### config.mk
export PLATFORM = sky130hd
export DESIGN_NAME = audio_capture
export DESIGN_NICKNAME = d
export VERILOG_FILES = /design/src/rtl/audio_capture_pkg.sv /design/src/rtl/audio_capture_fifo.sv /design/src/rtl/audio_capture.sv
export SDC_FILE = /design/constraint.sdc
export NUM_CORES = 1
export LEC_CHECK = 0
export BUFFER_PORTS_ARGS = -buffer_cell sky130_fd_sc_hd__buf_2
export CORE_ASPECT_RATIO = 1.1
export CORE_MARGIN = 2
export CORE_UTILIZATION = 45
export CTS_BUF_LIST = sky130_fd_sc_hd__clkbuf_4
export DETAILED_ROUTE_END_ITERATION = 10
export GPL_TIMING_DRIVEN = 0
export SETUP_SLACK_MARGIN = 0.2
export SKIP_CTS_REPAIR_TIMING = 1
export SLEW_MARGIN = 40
export SYNTH_ARGS = -nofsm -noshare
export SYNTH_HDL_FRONTEND = slang
export SYNTH_HIERARCHICAL = 1
export SYNTH_SLANG_ARGS = --single-unit
export TNS_END_PERCENT = 20
### constraint.sdc
create_clock -name clk -period 1.94 [get_ports clk]
set_clock_uncertainty 0.05 [all_clocks]
set_input_delay 0.291 -clock clk [delete_from_list [all_inputs] [get_ports clk]]
set_output_delay 0.291 -clock clk [all_outputs]
set_load 0.05 [all_outputs]
### src/rtl/audio_capture_pkg.sv
// Shared configuration for the audio capture path: sample width, clock-loss
// timeout, pair FIFO depth and the stereo pair type.
package configPackage;

    localparam int AUDIO_SAMPLE_BITS    = 16;
    localparam int AUDIO_TIMEOUT_CYCLES = 4096;
    localparam int AUDIO_FIFO_DEPTH     = 4;

    typedef struct packed {
        logic [AUDIO_SAMPLE_BITS-1:0] left;
        logic [AUDIO_SAMPLE_BITS-1:0] right;
    } audio_pair_t;

endpackage

### src/rtl/audio_capture_fifo.sv
// audio_fifo: small synchronous FIFO of stereo pairs. A push to a full FIFO is
// accepted only when a pop happens in the same cycle.
module audio_fifo
    import configPackage::*;
#(
    parameter int DEPTH = AUDIO_FIFO_DEPTH
) (
    input  logic        clk_i,
    input  logic        rst_i,
    input  logic        push_i,
    input  audio_pair_t pushData_i,
    input  logic        pop_i,
    output audio_pair_t popData_o,
    output logic        full_o,
    output logic        empty_o
);

    localparam int PTR_W = $clog2(DEPTH);

    audio_pair_t        mem_q [DEPTH];
    logic [PTR_W-1:0]   wrPtr_q;
    logic [PTR_W-1:0]   rdPtr_q;
    logic [PTR_W:0]     count_q;
    logic               doPush;
    logic               doPop;

    assign empty_o   = (count_q == '0);
    assign full_o    = (count_q == (PTR_W+1)'(DEPTH));
    assign doPop     = pop_i & ~empty_o;
    assign doPush    = push_i & (~full_o | doPop);
    assign popData_o = mem_q[rdPtr_q];

    // Storage is cleared on reset so the head reads as zero before the first pair.
    always_ff @(posedge clk_i) begin
        if (rst_i) begin
            for (int i = 0; i < DEPTH; i++) begin
                mem_q[i] <= '0;
            end
            wrPtr_q <= '0;
            rdPtr_q <= '0;
            count_q <= '0;
        end else begin
            if (doPush) begin
                mem_q[wrPtr_q] <= pushData_i;
                wrPtr_q        <= wrPtr_q + PTR_W'(1);
            end
            if (doPop) begin
                rdPtr_q <= rdPtr_q + PTR_W'(1);
            end
            count_q <= count_q + (PTR_W+1)'(doPush) - (PTR_W+1)'(doPop);
        end
    end

endmodule

### src/rtl/audio_capture.sv
// audio_capture: I2S receiver for the console audio pins, pairing left/right words in the clk domain.
// Define AUDIO_FIFO_EN to buffer pairs in a valid/ready FIFO; otherwise sampleValid is a one-cycle pulse.
module audio_capture
    import configPackage::*;
#(
    parameter int SAMPLE_BITS    = AUDIO_SAMPLE_BITS,
    parameter int TIMEOUT_CYCLES = AUDIO_TIMEOUT_CYCLES
) (
    input  logic                   clk,
    input  logic                   rst,
    input  logic                   BCLK,
    input  logic                   LRCK,
    input  logic                   SDAT,
    output logic [SAMPLE_BITS-1:0] sampleL,
    output logic [SAMPLE_BITS-1:0] sampleR,
    output logic                   sampleValid,
    input  logic                   sampleReady,
    output logic                   active,
    output logic                   overflow
);

    localparam int                CNT_W   = $clog2(SAMPLE_BITS + 1);
    localparam int                WD_W    = $clog2(TIMEOUT_CYCLES);
    localparam logic [CNT_W-1:0]  CNT_MAX = CNT_W'(SAMPLE_BITS);
    localparam logic [WD_W-1:0]   WD_MAX  = WD_W'(TIMEOUT_CYCLES - 1);

    logic [2:0]             bclkSync_q;
    logic [1:0]             lrSync_q, sdSync_q;
    logic                   rise, lrBit, sdBit, expire;

    logic                   lrPrev_q, lrPrev_d;
    logic                   locked_q, locked_d;
    logic [CNT_W-1:0]       cnt_q, cnt_d;
    logic [SAMPLE_BITS-1:0] shift_q, shift_d, wordNext;
    logic [SAMPLE_BITS-1:0] leftHold_q, leftHold_d;
    logic                   leftValid_q, leftValid_d;
    logic [WD_W-1:0]        wd_q, wd_d;
    logic                   pairValid_q, pairValid_d;
    logic [SAMPLE_BITS-1:0] pairL_q, pairL_d, pairR_q, pairR_d;

    always_ff @(posedge clk) begin
        if (rst) begin
            bclkSync_q <= '0;
            lrSync_q   <= '0;
            sdSync_q   <= '0;
        end else begin
            bclkSync_q <= {bclkSync_q[1:0], BCLK};
            lrSync_q   <= {lrSync_q[0], LRCK};
            sdSync_q   <= {sdSync_q[0], SDAT};
        end
    end

    assign rise   = bclkSync_q[1] & ~bclkSync_q[2];
    assign lrBit  = lrSync_q[1];
    assign sdBit  = sdSync_q[1];
    assign expire = (wd_q == WD_MAX);
    assign active = locked_q & ~expire;

    // Bits land left-aligned at position SAMPLE_BITS-1-cnt, so short words are zero padded.
    always_comb begin
        wordNext    = shift_q;
        for (int i = 0; i < SAMPLE_BITS; i++) begin
            if (cnt_q == CNT_W'(SAMPLE_BITS - 1 - i)) begin
                wordNext[i] = sdBit;
            end
        end
        lrPrev_d    = lrPrev_q;
        locked_d    = locked_q;
        cnt_d       = cnt_q;
        shift_d     = shift_q;
        leftHold_d  = leftHold_q;
        leftValid_d = leftValid_q;
        pairValid_d = 1'b0;
        pairL_d     = pairL_q;
        pairR_d     = pairR_q;
        wd_d        = rise ? '0 : (expire ? wd_q : wd_q + WD_W'(1));

        if (expire) begin
            locked_d    = 1'b0;
            cnt_d       = '0;
            shift_d     = '0;
            leftHold_d  = '0;
            leftValid_d = 1'b0;
        end else if (rise) begin
            lrPrev_d = lrBit;
            if (lrBit != lrPrev_q) begin
                // Change edge: its bit closes the previous word; the first one only locks.
                locked_d = 1'b1;
                cnt_d    = '0;
                shift_d  = '0;
                if (locked_q && !lrPrev_q) begin
                    leftHold_d  = wordNext;
                    leftValid_d = 1'b1;
                end else if (locked_q && leftValid_q) begin
                    pairValid_d = 1'b1;
                    pairL_d     = leftHold_q;
                    pairR_d     = wordNext;
                    leftValid_d = 1'b0;
                end
            end else begin
                shift_d = wordNext;
                cnt_d   = (cnt_q == CNT_MAX) ? cnt_q : cnt_q + CNT_W'(1);
            end
        end
    end

    always_ff @(posedge clk) begin
        if (rst) begin
            lrPrev_q    <= 1'b0;
            locked_q    <= 1'b0;
            cnt_q       <= '0;
            shift_q     <= '0;
            leftHold_q  <= '0;
            leftValid_q <= 1'b0;
            wd_q        <= '0;
            pairValid_q <= 1'b0;
            pairL_q     <= '0;
            pairR_q     <= '0;
        end else begin
            lrPrev_q    <= lrPrev_d;
            locked_q    <= locked_d;
            cnt_q       <= cnt_d;
            shift_q     <= shift_d;
            leftHold_q  <= leftHold_d;
            leftValid_q <= leftValid_d;
            wd_q        <= wd_d;
            pairValid_q <= pairValid_d;
            pairL_q     <= pairL_d;
            pairR_q     <= pairR_d;
        end
    end

`ifdef AUDIO_FIFO_EN
    audio_pair_t pushPair, popPair;
    logic        fifoFull, fifoEmpty, popFire;
    logic        overflow_q;

    assign pushPair = {pairL_q, pairR_q};
    assign popFire  = ~fifoEmpty & sampleReady;

    audio_fifo #(.DEPTH(AUDIO_FIFO_DEPTH)) u_fifo (
        .clk_i      (clk),
        .rst_i      (rst),
        .push_i     (pairValid_q),
        .pushData_i (pushPair),
        .pop_i      (popFire),
        .popData_o  (popPair),
        .full_o     (fifoFull),
        .empty_o    (fifoEmpty)
    );

    always_ff @(posedge clk) begin
        if (rst) begin
            overflow_q <= 1'b0;
        end else if (pairValid_q && fifoFull && !popFire) begin
            overflow_q <= 1'b1;
        end
    end

    assign sampleL     = popPair.left;
    assign sampleR     = popPair.right;
    assign sampleValid = ~fifoEmpty;
    assign overflow    = overflow_q;
`else
    logic [SAMPLE_BITS-1:0] sampleL_q, sampleR_q;
    logic                   sampleValid_q;
    logic                   unusedReady;

    assign unusedReady = sampleReady;

    always_ff @(posedge clk) begin
        if (rst) begin
            sampleL_q     <= '0;
            sampleR_q     <= '0;
            sampleValid_q <= 1'b0;
        end else begin
            sampleValid_q <= pairValid_q;
            if (pairValid_q) begin
                sampleL_q <= pairL_q;
                sampleR_q <= pairR_q;
            end
        end
    end

    assign sampleL     = sampleL_q;
    assign sampleR     = sampleR_q;
    assign sampleValid = sampleValid_q;
    assign overflow    = 1'b0;
`endif

endmodule

# Word-level counts from Yosys, hierarchy flattened
# Cells that the tools add are included.
dict set report totals {
  regBits 125
  in_bits 6
  output_inout_bits 35
  word_cells 80
}
dict set report classes {
  addsub 2
  n_eq_ne 19
  n_mux 22
  bitwise_logic 7
  reduce_logical 14
}
# cell count
set op_table {}
lappend op_table {{equality test 5 x 4 -> 1 bit (second input constant)} 8}
lappend op_table {{equality test 5 x 3 -> 1 bit (second input constant)} 4}
lappend op_table {{two-way mux 1 bit} 19}
lappend op_table {{two-way mux 16 bit} 1}
lappend op_table {{adder 12 x 1 -> 12 bit (second input constant)} 1}
lappend op_table {{equality test 12 bit (second input constant)} 1}
lappend op_table {{equality test 5 x 2 -> 1 bit (second input constant)} 2}
lappend op_table {{two-way mux 5 bit} 2}
lappend op_table {{AND reduction 2 bit} 3}
lappend op_table {{AND reduction 3 bit} 2}
lappend op_table {{adder 5 x 1 -> 5 bit (second input constant)} 1}
lappend op_table {{equality test 5 x 1 -> 1 bit (second input constant)} 1}
lappend op_table {{equality test 5 bit (second input constant)} 1}
lappend op_table {{zero test 5 bit} 1}
lappend op_table {{inverter 1 bit} 5}
lappend op_table {{AND reduction 5 bit} 1}
lappend op_table {{OR reduction 5 bit} 1}
lappend op_table {{OR reduction 2 bit} 2}
lappend op_table {{AND 1 bit} 2}
lappend op_table {{logical AND 1 bit} 2}
lappend op_table {{inequality test 2 bit (second input constant)} 1}
lappend op_table {{nonzero test 2 bit} 1}
lappend op_table {{zero test 1 bit} 1}
lappend op_table {{inequality test 1 bit} 1}

# Logic depth before layout (Yosys ltp)
dict set report logic_depth {
  depth_word 4
  depth_mapped 7
  mapped_depth_nobuf 6
}

# Worst setup path before layout
# No wires, ideal clock.
dict set report synth_path {
  kind {reg-to-output}
  start {reg wd_q[5]}
  end {out active}
  t_arrival_ns 1.397
  t_required_ns 1.599
  path_slack_ns 0.202
  path_stages_with_launch 6
  path_buffers 2
  path_cell_list {dfxtp_1 -> and4_1 -> buf_2 -> nand4_2 -> buf_2 -> and2_1}
}
dict set report synth_via {
  elab_chain_len 3
}
# item line
set synth_rtl {}
lappend synth_rtl {{from (decl)} audio_capture.sv:37} ;# logic [WD_W-1:0] wd_q, wd_d;
lappend synth_rtl {{from (signal assigned)} audio_capture.sv:126} ;# wd_q <= wd_d;
lappend synth_rtl {{equality test 12 bit} audio_capture.sv:56} ;# assign expire = (wd_q == WD_MAX);
lappend synth_rtl {{inverter 1 bit (no line)} -}
lappend synth_rtl {{AND 1 bit} audio_capture.sv:57} ;# assign active = locked_q & ~expire;
lappend synth_rtl {{to (decl)} audio_capture.sv:18} ;# output logic active,
# No other way between the ends.

# Worst setup path in the final report
dict set report layout_path {
  start {reg wd_q[2]}
  end {out active}
}
# Same word-level chain as after synthesis.

==> impl_metrics.tcl <==
set metrics [dict create \
    arrival_ns 1.79 \
    timing_worst_slew_pin_value_ns 0.605 \
    clk_pin_slew_ns 0.10 \
    ioPinCount 41 \
    finalSetupViolCount 1 \
    totalWireLength_um 12500 \
    violations "setup timing" \
    ant_nets 0 \
    first_iter_violations 199 \
    crit_top_cell "buf_8" \
    critical_path_class "reg -> out" \
    drv_slew 0 \
    start_util_pct 45.6 \
    p_per_area_nw_per_um2 709 \
    antenna_found_initial 0 \
    r2r_cells 6 \
    die_area_sq_um 12400 \
    max-cap-violations 0 \
    worstPathMaxFanout 8 \
    max-vdd-ir-drop_v 0.000287 \
    crit_path_start_kind "flip-flop" \
    min-delay-start "rst" \
    synthCells 539 \
    cts-htree-levels 4 \
    layout_commonest_cell "dfxtp_1" \
    dp_hpwl_um 8830 \
    grt_max_degree 17 \
    grt_pass1_wl_um 19500 \
    reg2reg_slack_ns 0.18 \
    clockBufferDepth 2 \
    tritoncts "built" \
    die_y_um 116 \
    n_antenna_cell 0 \
    timing.slew.headroom_pct 59.7 \
    fin_crit_sh_pct 110 \
    critPathSlowestCell "dfxtp_4" \
    num_rows 41 \
    num_vias 4139 \
    grt_usage_pct 20.5 \
    yosysSeqAreaShare_pct 48.4 \
    viasPerCell 5.35 \
    die_width_um 106 \
    final_cell_mix "dfxtp_1, nor2_1, buf_2, mux2i_1, a21oi_1" \
    area_growth_pct 24.6 \
    r2r_start "cnt_q[4]" \
    p_leak_uw 0.00234 \
    path_cells "and4_1 > buf_6 > nand4_4 > buf_8 > and2_4 > buf_8" \
    ys.flop_type "dfxtp_1" \
    syn_area_sq_um 5170 \
    required_ns 1.60 \
    wire_per_inst_um 16.2 \
    dp_slack_ns -0.102 \
    hp-class "in -> reg" \
    cts_buffers 17 \
    yosys_warnings 6 \
    status "finished with violations" \
    syn_area_per_cell_sq_um 9.60 \
    post-route-min-period_ns 2.13 \
    rsz0062_at_grt "true" \
    whs_endpoint "lrSync_q[0]" \
    first_pass_iters 4 \
    synth-seq-cells 125 \
    clock_tree.root_cell "clkbuf_4" \
    end_kind "output port" \
    holdWs_ns 0.270 \
    place.gp.congestion 0.852 \
    async_flop_share_pct 0 \
    synth_edf_count 0 \
    drc 0 \
    fin_nets 624 \
    grt_remaining_overflow 0 \
    ys_types 53 \
    setup_ws_ns -0.189 \
    coreArea_sq_um 11300 \
    drive_gt1_share_pct 31.7 \
    fmax_mhz 470 \
    tns_ns -0.189 \
    critPathMaxStageDelay_ns 0.38 \
    cts.sinks 125 \
    io_buffers 38 \
    hold_violations 0 \
    timing.rr.end "pairR_q[13]" \
    clk_latency_ns 0.53 \
    first_global_vias 3912 \
    min_path_cells 3 \
    synth_nets 551 \
]
## power breakdown
part | total (uW) | leakage, uW | switching, uW | internal (uW)
sequential | 2590 | 0.00102 | 18.9 | 2570
combinational | 161 | 0.00116 | 104 | 57.3
clock | 1820 | 0.000162 | 893 | 925
total | 4570 | 0.00234 | 1020 | 3550
## through the flow
stage          utilization, %  total power (uW)  cells  cell area, sq um
6_report                 56.9              4570    774              6450
5_1_grt                  56.9              4740    774              6450
3_3_place_gp             49.0              2780    727              5550
4_1_cts                  51.4              4590    758              5830
2_1_floorplan               -              2740    539              5170
3_5_place_dp             49.0              2790    727              5550
## routing by layer
metal	wire (um)	vias up	track usage [%]
li1	-	2057	-
met5	0	-	0
met1	5530	2011	24.5
met3	381	14	5.64
met4	157	0	7.28
met2	6460	57	35.8
## area by class of cell
| class | instances | area [sq um] |
|---|---|---|
| Tap cell | 150 | 188 |
| Clock inverter | 10 | 123 |
| Sequential cell | 125 | 2530 |
| Fill cell | 1026 | 4890 |
| Timing Repair Buffer | 54 | 325 |
| Clock buffer | 21 | 158 |
| Multi-Input combinational cell | 362 | 2790 |
| Inverter | 6 | 27.5 |
| Buffer | 46 | 305 |
## logic make-up (layout without fill, tap and decap cells)
family | after synthesis | count (layout) | synth area share, %
flops | 125 | 125 | 48.4
xor+xnor | 6 | 6 | 1.02
mux | 65 | 65 | 12.9
compound gates | 94 | 94 | 11.0
fa+ha+maj | 6 | 6 | 1.45
simple gates | 190 | 190 | 20.0
other cells | 1 | 1 | 0.0725
buf+inv | 52 | 137 | 5.22
## flip-flops by register name, indices dropped and copies added, names as in the netlist, 5 cells and up
signal	flops
sampleL	16
pairR_q	16
wd_q	12
leftHold_q	16
sampleR	16
shift_q	16
pairL_q	16
cnt_q	5
## cells in the mapped netlist (9+ instances only)
cell,instances,share of area (%)
nor2b_1,10,1.2
nand2_1,10,0.73
nor2_1,77,5.6
dfxtp_1,125,48
mux2i_1,50,9.7
a21oi_1,38,3.7
a22oi_1,17,2.5
nor3_1,23,2.2
nand3_1,23,2.2
buf_2,21,2.0
clkbuf_1,14,1.0
mux2_2,15,3.3
nor3_2,9,1.7
o21ai_0,20,1.9
## worst max-delay path by stage
stage | from | end | slack [ns] | cells past startpoint
5_1_grt | wd_q[4] | active | -0.27 | 6
3_3_place_gp | wd_q[2] | active | -0.11 | 6
3_5_place_dp | cnt_q[0] | pairR_q[11] | -0.10 | 6
4_1_cts | wd_q[2] | active | -0.71 | 6
2_1_floorplan | wd_q[5] | active | 0.20 | 5
6_report | wd_q[2] | active | -0.19 | 6
## critical path, delay by kind of cell (launching register included)
family        cells  cell delay (ns)
buf+inv           3             0.42
simple gates      3             0.46
flops             1             0.38
Note: power is estimated with default switching activity, not from simulation.
